==> src/rtl/axi_master_connector_reg_if.sv <==
// ---------------------------------------------------------------------------
// axi_master_connector_reg_if
//
// Flat AXI4 master-port bundle (m_axi_*). Used by axi_master_connector_reg to
// drive an external AXI4 slave.
//
// Modports:
//   master : drives AW/W/AR payload + valid and B/R ready; samples the rest.
//   slave  : the mirror image, for the external slave (or a testbench).
//
// Handshake rule on every channel: a beat transfers on a rising clock edge
// where valid and ready are both 1. Once valid is raised it stays high and
// the payload stays constant until that transfer happens.
// ---------------------------------------------------------------------------
interface axi_master_connector_reg_if #(
    parameter int DATA_WIDTH   = 32,
    parameter int ADDR_WIDTH   = 32,
    parameter int STRB_WIDTH   = DATA_WIDTH / 8,
    parameter int ID_WIDTH     = 8,
    parameter int AWUSER_WIDTH = 1,
    parameter int WUSER_WIDTH  = 1,
    parameter int BUSER_WIDTH  = 1,
    parameter int ARUSER_WIDTH = 1,
    parameter int RUSER_WIDTH  = 1
) ();
    // AW channel
    logic [ID_WIDTH-1:0]     awid;
    logic [ADDR_WIDTH-1:0]   awaddr;
    logic [7:0]              awlen;
    logic [2:0]              awsize;
    logic [1:0]              awburst;
    logic                    awlock;
    logic [3:0]              awcache;
    logic [2:0]              awprot;
    logic [3:0]              awqos;
    logic [3:0]              awregion;
    logic [AWUSER_WIDTH-1:0] awuser;
    logic                    awvalid;
    logic                    awready;
    // W channel
    logic [DATA_WIDTH-1:0]   wdata;
    logic [STRB_WIDTH-1:0]   wstrb;
    logic                    wlast;
    logic [WUSER_WIDTH-1:0]  wuser;
    logic                    wvalid;
    logic                    wready;
    // B channel
    logic [ID_WIDTH-1:0]     bid;
    logic [1:0]              bresp;
    logic [BUSER_WIDTH-1:0]  buser;
    logic                    bvalid;
    logic                    bready;
    // AR channel
    logic [ID_WIDTH-1:0]     arid;
    logic [ADDR_WIDTH-1:0]   araddr;
    logic [7:0]              arlen;
    logic [2:0]              arsize;
    logic [1:0]              arburst;
    logic                    arlock;
    logic [3:0]              arcache;
    logic [2:0]              arprot;
    logic [3:0]              arqos;
    logic [3:0]              arregion;
    logic [ARUSER_WIDTH-1:0] aruser;
    logic                    arvalid;
    logic                    arready;
    // R channel
    logic [ID_WIDTH-1:0]     rid;
    logic [DATA_WIDTH-1:0]   rdata;
    logic [1:0]              rresp;
    logic                    rlast;
    logic [RUSER_WIDTH-1:0]  ruser;
    logic                    rvalid;
    logic                    rready;

    modport master (
        output awid, awaddr, awlen, awsize, awburst, awlock, awcache, awprot,
               awqos, awregion, awuser, awvalid,
        input  awready,
        output wdata, wstrb, wlast, wuser, wvalid,
        input  wready,
        input  bid, bresp, buser, bvalid,
        output bready,
        output arid, araddr, arlen, arsize, arburst, arlock, arcache, arprot,
               arqos, arregion, aruser, arvalid,
        input  arready,
        input  rid, rdata, rresp, rlast, ruser, rvalid,
        output rready
    );

    modport slave (
        input  awid, awaddr, awlen, awsize, awburst, awlock, awcache, awprot,
               awqos, awregion, awuser, awvalid,
        output awready,
        input  wdata, wstrb, wlast, wuser, wvalid,
        output wready,
        output bid, bresp, buser, bvalid,
        input  bready,
        input  arid, araddr, arlen, arsize, arburst, arlock, arcache, arprot,
               arqos, arregion, aruser, arvalid,
        output arready,
        output rid, rdata, rresp, rlast, ruser, rvalid,
        input  rready
    );
endinterface

==> src/rtl/axi_master_connector_reg.sv <==
// ---------------------------------------------------------------------------
// axi_master_connector_reg
//
// Converts an (axi_req_t, axi_rsp_t) struct pair into a flat AXI4 master
// port. Every channel goes through a 2-entry skid buffer so all outgoing
// valid, payload and ready signals come straight from flops.
//
// Ports:
//   clk_i, rst_i  : clock, synchronous active-high reset
//   axi_req_i     : upstream request struct (AW/W/AR payload+valid, B/R ready)
//   axi_rsp_o     : upstream response struct (B/R payload+valid, AW/W/AR ready)
//   m_axi         : flat AXI4 master port (axi_master_connector_reg_if.master)
//   err_cnt_clr_i : error-counter clear      (only with AXI_MASTER_CONN_ERR_CNT_EN)
//   err_cnt_o     : saturating 16-bit count of B/R beats with resp[1]=1
//                                            (only with AXI_MASTER_CONN_ERR_CNT_EN)
//
// Optional feature macro: AXI_MASTER_CONN_ERR_CNT_EN
//
// Handshake rule (both sides): a beat moves on a clock edge where valid and
// ready are both 1; valid/payload hold until then. aw.atop is not forwarded.
// Each skid buffer's FSM state is the state_q signal inside its instance.
// ---------------------------------------------------------------------------

// Two-entry skid buffer. EMPTY -> ONE -> FULL; ready is registered and is
// simply "not FULL next cycle", so in FULL nothing can be captured.
module axi_master_connector_reg_skid #(
    parameter int WIDTH = 8
) (
    input  logic             clk_i,
    input  logic             rst_i,
    input  logic             in_valid_i,
    output logic             in_ready_o,
    input  logic [WIDTH-1:0] in_data_i,
    output logic             out_valid_o,
    input  logic             out_ready_i,
    output logic [WIDTH-1:0] out_data_o
);
    typedef enum logic [1:0] {EMPTY = 2'd0, ONE = 2'd1, FULL = 2'd2} state_e;

    state_e           state_q, state_d;
    logic [WIDTH-1:0] main_q, main_d;
    logic [WIDTH-1:0] skid_q, skid_d;
    logic             ready_q, ready_d;
    logic             in_hs, out_hs;

    assign out_valid_o = (state_q != EMPTY);
    assign out_data_o  = main_q;
    assign in_ready_o  = ready_q;
    assign in_hs       = in_valid_i & ready_q;
    assign out_hs      = out_valid_o & out_ready_i;

    always_comb begin
        state_d = state_q;
        main_d  = main_q;
        skid_d  = skid_q;
        case (state_q)
            EMPTY: begin
                if (in_hs) begin
                    state_d = ONE;
                    main_d  = in_data_i;
                end
            end
            ONE: begin
                if (in_hs && !out_hs) begin
                    state_d = FULL;
                    skid_d  = in_data_i;
                end else if (in_hs && out_hs) begin
                    main_d  = in_data_i;
                end else if (out_hs) begin
                    state_d = EMPTY;
                end
            end
            FULL: begin
                if (out_hs) begin
                    state_d = ONE;
                    main_d  = skid_q;
                end
            end
            default: state_d = EMPTY;
        endcase
        ready_d = (state_d != FULL);
    end

    always_ff @(posedge clk_i) begin
        if (rst_i) begin
            state_q <= EMPTY;
            main_q  <= '0;
            skid_q  <= '0;
            ready_q <= 1'b0;
        end else begin
            state_q <= state_d;
            main_q  <= main_d;
            skid_q  <= skid_d;
            ready_q <= ready_d;
        end
    end
endmodule

module axi_master_connector_reg #(
    parameter int DATA_WIDTH   = 32,
    parameter int ADDR_WIDTH   = 32,
    parameter int STRB_WIDTH   = DATA_WIDTH / 8,
    parameter int ID_WIDTH     = 8,
    parameter int AWUSER_WIDTH = 1,
    parameter int WUSER_WIDTH  = 1,
    parameter int BUSER_WIDTH  = 1,
    parameter int ARUSER_WIDTH = 1,
    parameter int RUSER_WIDTH  = 1,
    parameter type axi_req_t = struct packed {
        struct packed {
            logic [ID_WIDTH-1:0] id; logic [ADDR_WIDTH-1:0] addr; logic [7:0] len;
            logic [2:0] size; logic [1:0] burst; logic lock; logic [3:0] cache;
            logic [2:0] prot; logic [3:0] qos; logic [3:0] region; logic [5:0] atop;
            logic [AWUSER_WIDTH-1:0] user;
        } aw;
        struct packed {
            logic [DATA_WIDTH-1:0] data; logic [STRB_WIDTH-1:0] strb; logic last;
            logic [WUSER_WIDTH-1:0] user;
        } w;
        struct packed {
            logic [ID_WIDTH-1:0] id; logic [ADDR_WIDTH-1:0] addr; logic [7:0] len;
            logic [2:0] size; logic [1:0] burst; logic lock; logic [3:0] cache;
            logic [2:0] prot; logic [3:0] qos; logic [3:0] region;
            logic [ARUSER_WIDTH-1:0] user;
        } ar;
        logic aw_valid; logic w_valid; logic ar_valid; logic b_ready; logic r_ready;
    },
    parameter type axi_rsp_t = struct packed {
        struct packed {
            logic [ID_WIDTH-1:0] id; logic [1:0] resp; logic [BUSER_WIDTH-1:0] user;
        } b;
        struct packed {
            logic [ID_WIDTH-1:0] id; logic [DATA_WIDTH-1:0] data; logic [1:0] resp;
            logic last; logic [RUSER_WIDTH-1:0] user;
        } r;
        logic aw_ready; logic w_ready; logic ar_ready; logic b_valid; logic r_valid;
    }
) (
    input  logic     clk_i,
    input  logic     rst_i,
    input  axi_req_t axi_req_i,
    output axi_rsp_t axi_rsp_o,
    axi_master_connector_reg_if.master m_axi
`ifdef AXI_MASTER_CONN_ERR_CNT_EN
    ,
    input  logic        err_cnt_clr_i,
    output logic [15:0] err_cnt_o
`endif
);
    localparam int AW_W = ID_WIDTH + ADDR_WIDTH + 29 + AWUSER_WIDTH;
    localparam int W_W  = DATA_WIDTH + STRB_WIDTH + 1 + WUSER_WIDTH;
    localparam int B_W  = ID_WIDTH + 2 + BUSER_WIDTH;
    localparam int AR_W = ID_WIDTH + ADDR_WIDTH + 29 + ARUSER_WIDTH;
    localparam int R_W  = ID_WIDTH + DATA_WIDTH + 3 + RUSER_WIDTH;

    logic [AW_W-1:0] aw_out;
    logic [W_W-1:0]  w_out;
    logic [B_W-1:0]  b_out;
    logic [AR_W-1:0] ar_out;
    logic [R_W-1:0]  r_out;

    // Atomic operations are not supported downstream; atop is dropped here.
    logic [5:0] unused_atop;
    assign unused_atop = axi_req_i.aw.atop;

    axi_master_connector_reg_skid #(.WIDTH(AW_W)) u_aw_skid (
        .clk_i, .rst_i,
        .in_valid_i  (axi_req_i.aw_valid),
        .in_ready_o  (axi_rsp_o.aw_ready),
        .in_data_i   ({axi_req_i.aw.id, axi_req_i.aw.addr, axi_req_i.aw.len,
                       axi_req_i.aw.size, axi_req_i.aw.burst, axi_req_i.aw.lock,
                       axi_req_i.aw.cache, axi_req_i.aw.prot, axi_req_i.aw.qos,
                       axi_req_i.aw.region, axi_req_i.aw.user}),
        .out_valid_o (m_axi.awvalid),
        .out_ready_i (m_axi.awready),
        .out_data_o  (aw_out)
    );
    assign {m_axi.awid, m_axi.awaddr, m_axi.awlen, m_axi.awsize, m_axi.awburst,
            m_axi.awlock, m_axi.awcache, m_axi.awprot, m_axi.awqos,
            m_axi.awregion, m_axi.awuser} = aw_out;

    axi_master_connector_reg_skid #(.WIDTH(W_W)) u_w_skid (
        .clk_i, .rst_i,
        .in_valid_i  (axi_req_i.w_valid),
        .in_ready_o  (axi_rsp_o.w_ready),
        .in_data_i   ({axi_req_i.w.data, axi_req_i.w.strb, axi_req_i.w.last,
                       axi_req_i.w.user}),
        .out_valid_o (m_axi.wvalid),
        .out_ready_i (m_axi.wready),
        .out_data_o  (w_out)
    );
    assign {m_axi.wdata, m_axi.wstrb, m_axi.wlast, m_axi.wuser} = w_out;

    axi_master_connector_reg_skid #(.WIDTH(AR_W)) u_ar_skid (
        .clk_i, .rst_i,
        .in_valid_i  (axi_req_i.ar_valid),
        .in_ready_o  (axi_rsp_o.ar_ready),
        .in_data_i   ({axi_req_i.ar.id, axi_req_i.ar.addr, axi_req_i.ar.len,
                       axi_req_i.ar.size, axi_req_i.ar.burst, axi_req_i.ar.lock,
                       axi_req_i.ar.cache, axi_req_i.ar.prot, axi_req_i.ar.qos,
                       axi_req_i.ar.region, axi_req_i.ar.user}),
        .out_valid_o (m_axi.arvalid),
        .out_ready_i (m_axi.arready),
        .out_data_o  (ar_out)
    );
    assign {m_axi.arid, m_axi.araddr, m_axi.arlen, m_axi.arsize, m_axi.arburst,
            m_axi.arlock, m_axi.arcache, m_axi.arprot, m_axi.arqos,
            m_axi.arregion, m_axi.aruser} = ar_out;

    axi_master_connector_reg_skid #(.WIDTH(B_W)) u_b_skid (
        .clk_i, .rst_i,
        .in_valid_i  (m_axi.bvalid),
        .in_ready_o  (m_axi.bready),
        .in_data_i   ({m_axi.bid, m_axi.bresp, m_axi.buser}),
        .out_valid_o (axi_rsp_o.b_valid),
        .out_ready_i (axi_req_i.b_ready),
        .out_data_o  (b_out)
    );
    assign {axi_rsp_o.b.id, axi_rsp_o.b.resp, axi_rsp_o.b.user} = b_out;

    axi_master_connector_reg_skid #(.WIDTH(R_W)) u_r_skid (
        .clk_i, .rst_i,
        .in_valid_i  (m_axi.rvalid),
        .in_ready_o  (m_axi.rready),
        .in_data_i   ({m_axi.rid, m_axi.rdata, m_axi.rresp, m_axi.rlast, m_axi.ruser}),
        .out_valid_o (axi_rsp_o.r_valid),
        .out_ready_i (axi_req_i.r_ready),
        .out_data_o  (r_out)
    );
    assign {axi_rsp_o.r.id, axi_rsp_o.r.data, axi_rsp_o.r.resp, axi_rsp_o.r.last,
            axi_rsp_o.r.user} = r_out;

`ifdef AXI_MASTER_CONN_ERR_CNT_EN
    // Counts SLVERR/DECERR beats as they enter from the slave side.
    logic        b_err, r_err;
    logic [15:0] err_cnt_q, err_cnt_d;
    logic [16:0] err_sum;

    assign b_err = m_axi.bvalid & m_axi.bready & m_axi.bresp[1];
    assign r_err = m_axi.rvalid & m_axi.rready & m_axi.rresp[1];

    always_comb begin
        err_sum   = {1'b0, err_cnt_q} + {16'd0, b_err} + {16'd0, r_err};
        err_cnt_d = err_sum[16] ? 16'hFFFF : err_sum[15:0];
        if (err_cnt_clr_i) begin
            err_cnt_d = 16'd0;
        end
    end

    always_ff @(posedge clk_i) begin
        if (rst_i) begin
            err_cnt_q <= 16'd0;
        end else begin
            err_cnt_q <= err_cnt_d;
        end
    end

    assign err_cnt_o = err_cnt_q;
`endif
endmodule
==> src/flat_wrapper.sv <==
// flat-port wrapper written by rule: the top's interface ports become plain ports
module axi_master_connector_reg_flat 
#(
    parameter int DATA_WIDTH   = 32,
    parameter int ADDR_WIDTH   = 32,
    parameter int STRB_WIDTH   = DATA_WIDTH / 8,
    parameter int ID_WIDTH     = 8,
    parameter int AWUSER_WIDTH = 1,
    parameter int WUSER_WIDTH  = 1,
    parameter int BUSER_WIDTH  = 1,
    parameter int ARUSER_WIDTH = 1,
    parameter int RUSER_WIDTH  = 1,
    parameter type axi_req_t = struct packed {
        struct packed {
            logic [ID_WIDTH-1:0] id; logic [ADDR_WIDTH-1:0] addr; logic [7:0] len;
            logic [2:0] size; logic [1:0] burst; logic lock; logic [3:0] cache;
            logic [2:0] prot; logic [3:0] qos; logic [3:0] region; logic [5:0] atop;
            logic [AWUSER_WIDTH-1:0] user;
        } aw;
        struct packed {
            logic [DATA_WIDTH-1:0] data; logic [STRB_WIDTH-1:0] strb; logic last;
            logic [WUSER_WIDTH-1:0] user;
        } w;
        struct packed {
            logic [ID_WIDTH-1:0] id; logic [ADDR_WIDTH-1:0] addr; logic [7:0] len;
            logic [2:0] size; logic [1:0] burst; logic lock; logic [3:0] cache;
            logic [2:0] prot; logic [3:0] qos; logic [3:0] region;
            logic [ARUSER_WIDTH-1:0] user;
        } ar;
        logic aw_valid; logic w_valid; logic ar_valid; logic b_ready; logic r_ready;
    },
    parameter type axi_rsp_t = struct packed {
        struct packed {
            logic [ID_WIDTH-1:0] id; logic [1:0] resp; logic [BUSER_WIDTH-1:0] user;
        } b;
        struct packed {
            logic [ID_WIDTH-1:0] id; logic [DATA_WIDTH-1:0] data; logic [1:0] resp;
            logic last; logic [RUSER_WIDTH-1:0] user;
        } r;
        logic aw_ready; logic w_ready; logic ar_ready; logic b_valid; logic r_valid;
    }
)
  (clk_i, rst_i, axi_req_i, axi_rsp_o, m_axi_awid, m_axi_awaddr, m_axi_awlen, m_axi_awsize, m_axi_awburst, m_axi_awlock, m_axi_awcache, m_axi_awprot, m_axi_awqos, m_axi_awregion, m_axi_awuser, m_axi_awvalid, m_axi_awready, m_axi_wdata, m_axi_wstrb, m_axi_wlast, m_axi_wuser, m_axi_wvalid, m_axi_wready, m_axi_bid, m_axi_bresp, m_axi_buser, m_axi_bvalid, m_axi_bready, m_axi_arid, m_axi_araddr, m_axi_arlen, m_axi_arsize, m_axi_arburst, m_axi_arlock, m_axi_arcache, m_axi_arprot, m_axi_arqos, m_axi_arregion, m_axi_aruser, m_axi_arvalid, m_axi_arready, m_axi_rid, m_axi_rdata, m_axi_rresp, m_axi_rlast, m_axi_ruser, m_axi_rvalid, m_axi_rready);
  axi_master_connector_reg_if #(.DATA_WIDTH(DATA_WIDTH), .ADDR_WIDTH(ADDR_WIDTH), .STRB_WIDTH(STRB_WIDTH), .ID_WIDTH(ID_WIDTH), .AWUSER_WIDTH(AWUSER_WIDTH), .WUSER_WIDTH(WUSER_WIDTH), .BUSER_WIDTH(BUSER_WIDTH), .ARUSER_WIDTH(ARUSER_WIDTH), .RUSER_WIDTH(RUSER_WIDTH)) m_axi_i ();
  input  logic clk_i;
  input  logic rst_i;
  input  axi_req_t axi_req_i;
  output axi_rsp_t axi_rsp_o;
  output wire logic [$bits(m_axi_i.awid)-1:0] m_axi_awid;
  output wire logic [$bits(m_axi_i.awaddr)-1:0] m_axi_awaddr;
  output wire logic [$bits(m_axi_i.awlen)-1:0] m_axi_awlen;
  output wire logic [$bits(m_axi_i.awsize)-1:0] m_axi_awsize;
  output wire logic [$bits(m_axi_i.awburst)-1:0] m_axi_awburst;
  output wire logic [$bits(m_axi_i.awlock)-1:0] m_axi_awlock;
  output wire logic [$bits(m_axi_i.awcache)-1:0] m_axi_awcache;
  output wire logic [$bits(m_axi_i.awprot)-1:0] m_axi_awprot;
  output wire logic [$bits(m_axi_i.awqos)-1:0] m_axi_awqos;
  output wire logic [$bits(m_axi_i.awregion)-1:0] m_axi_awregion;
  output wire logic [$bits(m_axi_i.awuser)-1:0] m_axi_awuser;
  output wire logic [$bits(m_axi_i.awvalid)-1:0] m_axi_awvalid;
  input wire logic [$bits(m_axi_i.awready)-1:0] m_axi_awready;
  output wire logic [$bits(m_axi_i.wdata)-1:0] m_axi_wdata;
  output wire logic [$bits(m_axi_i.wstrb)-1:0] m_axi_wstrb;
  output wire logic [$bits(m_axi_i.wlast)-1:0] m_axi_wlast;
  output wire logic [$bits(m_axi_i.wuser)-1:0] m_axi_wuser;
  output wire logic [$bits(m_axi_i.wvalid)-1:0] m_axi_wvalid;
  input wire logic [$bits(m_axi_i.wready)-1:0] m_axi_wready;
  input wire logic [$bits(m_axi_i.bid)-1:0] m_axi_bid;
  input wire logic [$bits(m_axi_i.bresp)-1:0] m_axi_bresp;
  input wire logic [$bits(m_axi_i.buser)-1:0] m_axi_buser;
  input wire logic [$bits(m_axi_i.bvalid)-1:0] m_axi_bvalid;
  output wire logic [$bits(m_axi_i.bready)-1:0] m_axi_bready;
  output wire logic [$bits(m_axi_i.arid)-1:0] m_axi_arid;
  output wire logic [$bits(m_axi_i.araddr)-1:0] m_axi_araddr;
  output wire logic [$bits(m_axi_i.arlen)-1:0] m_axi_arlen;
  output wire logic [$bits(m_axi_i.arsize)-1:0] m_axi_arsize;
  output wire logic [$bits(m_axi_i.arburst)-1:0] m_axi_arburst;
  output wire logic [$bits(m_axi_i.arlock)-1:0] m_axi_arlock;
  output wire logic [$bits(m_axi_i.arcache)-1:0] m_axi_arcache;
  output wire logic [$bits(m_axi_i.arprot)-1:0] m_axi_arprot;
  output wire logic [$bits(m_axi_i.arqos)-1:0] m_axi_arqos;
  output wire logic [$bits(m_axi_i.arregion)-1:0] m_axi_arregion;
  output wire logic [$bits(m_axi_i.aruser)-1:0] m_axi_aruser;
  output wire logic [$bits(m_axi_i.arvalid)-1:0] m_axi_arvalid;
  input wire logic [$bits(m_axi_i.arready)-1:0] m_axi_arready;
  input wire logic [$bits(m_axi_i.rid)-1:0] m_axi_rid;
  input wire logic [$bits(m_axi_i.rdata)-1:0] m_axi_rdata;
  input wire logic [$bits(m_axi_i.rresp)-1:0] m_axi_rresp;
  input wire logic [$bits(m_axi_i.rlast)-1:0] m_axi_rlast;
  input wire logic [$bits(m_axi_i.ruser)-1:0] m_axi_ruser;
  input wire logic [$bits(m_axi_i.rvalid)-1:0] m_axi_rvalid;
  output wire logic [$bits(m_axi_i.rready)-1:0] m_axi_rready;
  assign m_axi_awid = m_axi_i.awid;
  assign m_axi_awaddr = m_axi_i.awaddr;
  assign m_axi_awlen = m_axi_i.awlen;
  assign m_axi_awsize = m_axi_i.awsize;
  assign m_axi_awburst = m_axi_i.awburst;
  assign m_axi_awlock = m_axi_i.awlock;
  assign m_axi_awcache = m_axi_i.awcache;
  assign m_axi_awprot = m_axi_i.awprot;
  assign m_axi_awqos = m_axi_i.awqos;
  assign m_axi_awregion = m_axi_i.awregion;
  assign m_axi_awuser = m_axi_i.awuser;
  assign m_axi_awvalid = m_axi_i.awvalid;
  assign m_axi_i.awready = m_axi_awready;
  assign m_axi_wdata = m_axi_i.wdata;
  assign m_axi_wstrb = m_axi_i.wstrb;
  assign m_axi_wlast = m_axi_i.wlast;
  assign m_axi_wuser = m_axi_i.wuser;
  assign m_axi_wvalid = m_axi_i.wvalid;
  assign m_axi_i.wready = m_axi_wready;
  assign m_axi_i.bid = m_axi_bid;
  assign m_axi_i.bresp = m_axi_bresp;
  assign m_axi_i.buser = m_axi_buser;
  assign m_axi_i.bvalid = m_axi_bvalid;
  assign m_axi_bready = m_axi_i.bready;
  assign m_axi_arid = m_axi_i.arid;
  assign m_axi_araddr = m_axi_i.araddr;
  assign m_axi_arlen = m_axi_i.arlen;
  assign m_axi_arsize = m_axi_i.arsize;
  assign m_axi_arburst = m_axi_i.arburst;
  assign m_axi_arlock = m_axi_i.arlock;
  assign m_axi_arcache = m_axi_i.arcache;
  assign m_axi_arprot = m_axi_i.arprot;
  assign m_axi_arqos = m_axi_i.arqos;
  assign m_axi_arregion = m_axi_i.arregion;
  assign m_axi_aruser = m_axi_i.aruser;
  assign m_axi_arvalid = m_axi_i.arvalid;
  assign m_axi_i.arready = m_axi_arready;
  assign m_axi_i.rid = m_axi_rid;
  assign m_axi_i.rdata = m_axi_rdata;
  assign m_axi_i.rresp = m_axi_rresp;
  assign m_axi_i.rlast = m_axi_rlast;
  assign m_axi_i.ruser = m_axi_ruser;
  assign m_axi_i.rvalid = m_axi_rvalid;
  assign m_axi_rready = m_axi_i.rready;
  axi_master_connector_reg #(.DATA_WIDTH(DATA_WIDTH), .ADDR_WIDTH(ADDR_WIDTH), .STRB_WIDTH(STRB_WIDTH), .ID_WIDTH(ID_WIDTH), .AWUSER_WIDTH(AWUSER_WIDTH), .WUSER_WIDTH(WUSER_WIDTH), .BUSER_WIDTH(BUSER_WIDTH), .ARUSER_WIDTH(ARUSER_WIDTH), .RUSER_WIDTH(RUSER_WIDTH), .axi_req_t(axi_req_t), .axi_rsp_t(axi_rsp_t)) u_core (.clk_i(clk_i), .rst_i(rst_i), .axi_req_i(axi_req_i), .axi_rsp_o(axi_rsp_o), .m_axi(m_axi_i));
endmodule
==> config.mk <==
export PLATFORM = sky130hd
export DESIGN_NAME = axi_master_connector_reg_flat
export DESIGN_NICKNAME = d
export VERILOG_FILES = /design/src/rtl/axi_master_connector_reg_if.sv /design/src/rtl/axi_master_connector_reg.sv /design/src/flat_wrapper.sv
export SDC_FILE = /design/constraint.sdc
export NUM_CORES = 1
export LEC_CHECK = 0
export BUFFER_PORTS_ARGS = -buffer_cell sky130_fd_sc_hd__buf_4
export CORE_ASPECT_RATIO = 1.5
export CORE_MARGIN = 2
export CORE_UTILIZATION = 45
export DETAILED_ROUTE_END_ITERATION = 12
export HOLD_SLACK_MARGIN = 0.15
export PLACE_DENSITY = 0.69
export SLEW_MARGIN = 20
export SYNTH_ARGS = -nofsm -noshare
export SYNTH_HDL_FRONTEND = slang
export SYNTH_HIERARCHICAL = 1
export SYNTH_SLANG_ARGS = --single-unit
==> constraint.sdc <==
create_clock -name clk_i -period 1.8 [get_ports clk_i]
set_input_delay 0.54 -clock clk_i [delete_from_list [all_inputs] [get_ports clk_i]]
set_output_delay 0.54 -clock clk_i [all_outputs]
set_load 0.05 [all_outputs]
# Word level (Yosys, flattened, before mapping)
# Cells that the tools add are included.
dict set report word_totals {
  ff_bits 481
  latchBits 0
  mem_bits_rw 0
  mem_bits_ro 0
  input_bits 251
  out_inout_bits 243
  elab_cells 160
  mem_count 0
}
dict set report op_classes {
  addsub 0
  n_mul 0
  div_mod_pow 0
  n_lt_le_gt_ge 0
  eq_ne 35
  shift 0
  mux 55
  bitwise_logic 10
  n_reduce_logical 40
}
# cell n
set ops {}
lappend ops {{two-way mux 70 bit} 8}
lappend ops {{case mux 70 bit (3 select lines)} 2}
lappend ops {{two-way mux 44 bit} 4}
lappend ops {{two-way mux 38 bit} 4}
lappend ops {{case mux 44 bit (3 select lines)} 1}
lappend ops {{case mux 38 bit (3 select lines)} 1}
lappend ops {{two-way mux 2 bit} 25}
lappend ops {{!= test 2 bit, second input constant} 25}
lappend ops {{two-way mux 11 bit} 4}
lappend ops {{case mux 11 bit (3 select lines)} 1}
lappend ops {{case mux 2 bit (3 select lines)} 5}
lappend ops {{AND reduction 5 bit} 5}
lappend ops {{nonzero test 3 bit} 5}
lappend ops {{AND 1 bit} 10}
lappend ops {{equality test 2 x 1 -> 1 bit, second input constant} 5}
lappend ops {{equality test 2 bit, second input constant} 5}
lappend ops {{logical AND 1 bit} 10}
lappend ops {{logical NOT 2 bit} 5}
lappend ops {{AND reduction 2 bit} 5}
lappend ops {{nonzero test 2 bit} 5}
lappend ops {{logical NOT 1 bit} 5}

# Logic depth before layout (Yosys ltp)
dict set report logic_depth {
  depth_word 7
  depth_mapped 7
  ltp_nobuf 4
}

# Hierarchy
# The synthesis kept the hierarchy.
# mod instances cells_per_inst area_per_inst_um2 seq_area_each_um2
set modules_own_cells {}
lappend modules_own_cells {{axi_master_connector_reg_skid at u_core.u_ar_skid ...} 2 635 5821.8 2862.7}
lappend modules_own_cells {{axi_master_connector_reg_skid at u_core.u_r_skid} 1 406 3731.1 1821.7}
lappend modules_own_cells {{axi_master_connector_reg_skid at u_core.u_w_skid} 1 355 3178.0 1581.5}
lappend modules_own_cells {{axi_master_connector_reg_skid at u_core.u_b_skid} 1 103 1098.6 500.5}

# Least setup slack after synthesis
# OpenSTA, ideal clock, no wires.
dict set report synth_path {
  path_type {register to register}
  from {register u_core.u_w_skid.ready_q, in the netlist u_core/u_w_skid/in_ready_o}
  to {register u_core.u_w_skid.skid_q[29]}
  setup_time_ns 0.070
  arrival_ns 1.566
  required_time_ns 1.730
  slack_ns 0.164
  path_stages_with_launch 7
  n_path_buf 2
  period_less_slack_ns 1.636
  path_cell_list {dfxtp_1 > and3b_1 > and2_1 > buf_2 > buf_2 > nand2_1 > a21oi_1}
}
dict set report synth_between {
  elab_chain_cells 3
}
# element line
set synth_lines {}
lappend synth_lines {{from (decl)} axi_master_connector_reg.sv:43} ;# logic ready_q, ready_d;
lappend synth_lines {{from (signal assigned)} axi_master_connector_reg.sv:94} ;# ready_q <= ready_d;
lappend synth_lines {{AND 1 bit} axi_master_connector_reg.sv:49} ;# assign in_hs = in_valid_i & ready_q;
lappend synth_lines {{logical AND 1 bit} axi_master_connector_reg.sv:64} ;# if (in_hs && !out_hs) begin
lappend synth_lines {{AND reduction 2 bit (no source line)} n/a}
lappend synth_lines {{to (signal assigned)} axi_master_connector_reg.sv:93} ;# skid_q <= skid_d;
lappend synth_lines {{to (decl)} axi_master_connector_reg.sv:42} ;# logic [WIDTH-1:0] skid_q, skid_d;
# Every way passes these cells.
# A chain may end at the register's enable or synchronous reset.

==> impl_metrics.env <==
export IMPL_dr_total_vias=16700
export IMPL_fin_nets=2820
export IMPL_clkTransAtPathRegs_ps=60
export IMPL_clockPowerShare_pct=36.9
export IMPL_wl_mm=55.1
export IMPL_fillers=3693
export IMPL_synthArstFlopShare_pct=0
export IMPL_worst_pin_slew_ps=477
export IMPL_synthMuxAreaShare_pct=12.6
export IMPL_p_leak_nw=11.6
export IMPL_drc=0
export IMPL_port_buffer_count=487
export IMPL_rows=93
export IMPL_setup_viol=5
export IMPL_start_util_pct=45.6
export IMPL_yosys_area_top_type="dfxtp_1"
export IMPL_overflow=0
export IMPL_cts_max_path_buffers=3
export IMPL_syn_nets=2385
export IMPL_synth_flop_cell="dfxtp_1"
export IMPL_clock_skew_ps=9.88
export IMPL_min_from="axi_req_i[56]"
export IMPL_postSynthCellCount=2134
export IMPL_synth_area_per_cell_sq_um=9.21
export IMPL_r2r_slack_ps=60
export IMPL_dieWidth_um=175
export IMPL_wl_per_cell_um=17.3
export IMPL_crit_path_max_fanout=2
export IMPL_cts_htree_levels=2
export IMPL_status="complete, but fails checks"
export IMPL_finalPower_mw=26.8
export IMPL_rr_startpoint="u_core/u_r_skid/state_q[1]"
export IMPL_synth_most_common_cell="dfxtp_1"
export IMPL_io_pins=494
export IMPL_synth_edf_count=0
export IMPL_p_switching_mw=7.91
export IMPL_p_per_area_nw_per_um2=1040
export IMPL_grt_start_max_net_pins=51
export IMPL_intPower_mw=18.9
export IMPL_max_vdd_ir_drop_uv=797
export IMPL_dp_hpwl_mm=38.9
export IMPL_setup_tns_ps=-105
export IMPL_rsz0062_at_grt="true"
export IMPL_switching_share_pct=29.5
export IMPL_drv_cap=0
export IMPL_max_slew_margin_pct=68.2
export IMPL_first_iter_violations=733
export IMPL_crit_chain="or2_4 -> buf_8"
export IMPL_cts_tree="built"
export IMPL_r2r_cells=7
export IMPL_max_freq_mhz=546
export IMPL_min_period_over_period_pct=102
export IMPL_yosys_cell_types_count=32
export IMPL_ys_top_cells_by_count="481 x dfxtp_1, 456 x nand2_1, 253 x nor2_1"
export IMPL_cts_num_sinks=481
export IMPL_holdPathStages=3
export IMPL_dieArea_sq_um=45400
export IMPL_cp_arrival_ps=1290
export IMPL_drive_gt1_share_pct=29.1
export IMPL_ys_seq_elements=481
export IMPL_slowest_stage="dfxtp_4"
export IMPL_grt_pass1_wl_mm=85.0
export IMPL_synth_top_area_share_pct=49.0
export IMPL_period_minus_slack_ps=1830
export IMPL_yosys_area_share_xor_xnor_pct=0
export IMPL_slowest_delay_ps=340
export IMPL_multiInputGateArea_sq_um=9020
export IMPL_antenna_found_initial=8
export IMPL_endpoint_kind="primary output"
export IMPL_dieHeight_um=260
export IMPL_track_usage_pct=23.0
export IMPL_required_ps=1260
export IMPL_seq_area_frac_synth_pct=49.0
export IMPL_grt_pass1_vias=16200
export IMPL_register_area_sq_um=9660
export IMPL_cts_hold_buffers=0
export IMPL_syn_area_sq_um=19700
export IMPL_hold_end="u_core/u_ar_skid/skid_q[51]"
export IMPL_hold_violations=0
export IMPL_yosys_top_cells_area="dfxtp_1 49%, mux2i_1 13%, nand2_1 8.7%"
export IMPL_yosys_area_share_simple_pct=15.5
export IMPL_pwr_share_seq_pct=43.1
export IMPL_synth_top_family_by_area="compound AO/OA/AOI/OAI gates"
export IMPL_clock_latency_ps=560
export IMPL_combPwrFrac_pct=19.9
export IMPL_path_class="reg2out"
export IMPL_clock_root_buffer="clkbuf_16"
export IMPL_dr_pass1_iters=5
export IMPL_globalplace_congestion=0.802
export IMPL_ys_warn_count=6
export IMPL_finalMaxSlewViolations=0
export IMPL_crit_path_start_kind="flip-flop"
export IMPL_detail_route_antenna_nets=0
export IMPL_vias_per_cell=5.25
export IMPL_reg2reg_to="u_core/u_r_skid/out_data_o[11]"
export IMPL_layout_setup_ws_ps=-30.2
export IMPL_violations="setup timing"
export IMPL_areaGrowthSynthToFinish_pct=31.1
export IMPL_numCtsBuffers=46
export IMPL_hold_class="in2reg"
export IMPL_synth_fa_ha_area_share_pct=0
export IMPL_core_area_sq_um=43100
export IMPL_synth_compound_area_share_pct=17.4
flip-flops by register name, indices dropped and copies added, names as in the netlist, 2 cells and up:
name	count
u_core/u_b_skid/skid_q	11
u_core/u_r_skid/state_q	2
u_core/u_r_skid/out_data_o	44
u_core/u_w_skid/state_q	2
u_core/u_w_skid/skid_q	38
u_core/u_b_skid/state_q	2
u_core/u_w_skid/out_data_o	38
u_core/u_aw_skid/skid_q	70
u_core/u_b_skid/out_data_o	11
u_core/u_ar_skid/skid_q	70
u_core/u_r_skid/skid_q	44
u_core/u_aw_skid/state_q	2
u_core/u_ar_skid/state_q	2
u_core/u_aw_skid/out_data_o	70
u_core/u_ar_skid/out_data_o	70
cell usage in the layout, fill, tap and decap left out, drive strengths merged:
master / n
bufinv: 5
a21oi: 227
o221a: 2
clkbuf: 66
dfxtp: 481
clkinv: 5
nand4bb: 5
diode: 7
nand4b: 6
and2: 4
clkinvlp: 2
nor2b: 9
mux2i: 248
nor2: 253
a31oi: 1
a211oi: 233
o211a: 2
or2: 5
nand3: 4
and3b: 4
nor4b: 1
nand2: 457
buf: 565
o211ai: 2
inv: 4
nand2b: 5
nand3b: 4
a21o: 1
kinds of logic (layout without fill, tap and decap cells):
group	after synthesis	in the layout
DFF	481	481
muxes	248	248
other	0	7
AOI/OAI and AO/OA	468	468
and+or+nand+nor	757	757
buffers and inverters	180	647
area by class of cell:
cell class / count / area share (%)
flip-flops and latches: 481 / 37.5
repair buffers: 565 / 18.6
multi-input cells: 1473 / 35.0
well taps: 570 / 2.77
inverters: 2 / 0.0291
diodes: 7 / 0.0680
clock buffers: 66 / 5.15
clock inverters: 14 / 0.850
power by group through the flow:
stage	Clock (mW)	Combinational, mW	Sequential, mW
after detailed placement	0	5.31	11.8
after global routing	10.5	5.67	11.6
final	9.91	5.36	11.6
after floorplan	0	1.69	13.5
after CTS	10.1	5.37	11.6
after global placement	0	5.22	11.8
through the flow:
step / instances / instance area (sq um) / hold WS [ps] / setup slack (ps) / utilization, %
6_report: 3178 / 25800 / 228 / -30.2 / 59.8
5_1_grt: 3178 / 25800 / 220 / -62.8 / 59.8
4_1_cts: 3169 / 25700 / 203 / -57.7 / 59.8
3_5_place_dp: 3079 / 24000 / 446 / 2.24 / 55.8
3_3_place_gp: 3079 / 24000 / 441 / 110 / 55.8
2_1_floorplan: 2134 / 19700 / 436 / 164 / -
critical path, delay by kind of cell, from the launching register on:
family / cells / cell delay (ps)
and+or+nand+nor: 1 / 250
buffers and inverters: 1 / 150
DFF: 1 / 340
what timing repair did:
item | 4_1_cts | 5_1_grt
pin swaps | 0 | 2
endpoints found under the setup margin | 6 | 15
hold endpoints to repair | 0 | 0
buffers inserted | 10 | 2
gates resized for setup | 31 | 1
per-layer routing:
layer	track usage (%)	vias to the layer above	share of wire, %
met5	0	-	0.015
met2	42.0	537	52
met4	10.4	2	3.8
li1	-	8208	-
met1	25.2	7817	38
met3	5.48	112	6.8
worst max path at each step:
stage	to	from	slack, ps	cells after the start
after floorplan	u_core/u_w_skid/skid_q[29]	u_core/u_w_skid/in_ready_o	160	6
after global placement	u_core/u_w_skid/out_data_o[26]	m_axi_wready	110	6
after CTS	axi_rsp_o[1]	u_core/u_b_skid/state_q[0]	-60	2
final	axi_rsp_o[1]	u_core/u_b_skid/state_q[0]	-30	2
after detailed placement	u_core/u_w_skid/out_data_o[19]	m_axi_wready	2	6
after global routing	axi_rsp_o[1]	u_core/u_b_skid/state_q[0]	-60	2
No activity file was read; power rests on OpenSTA's default activity.
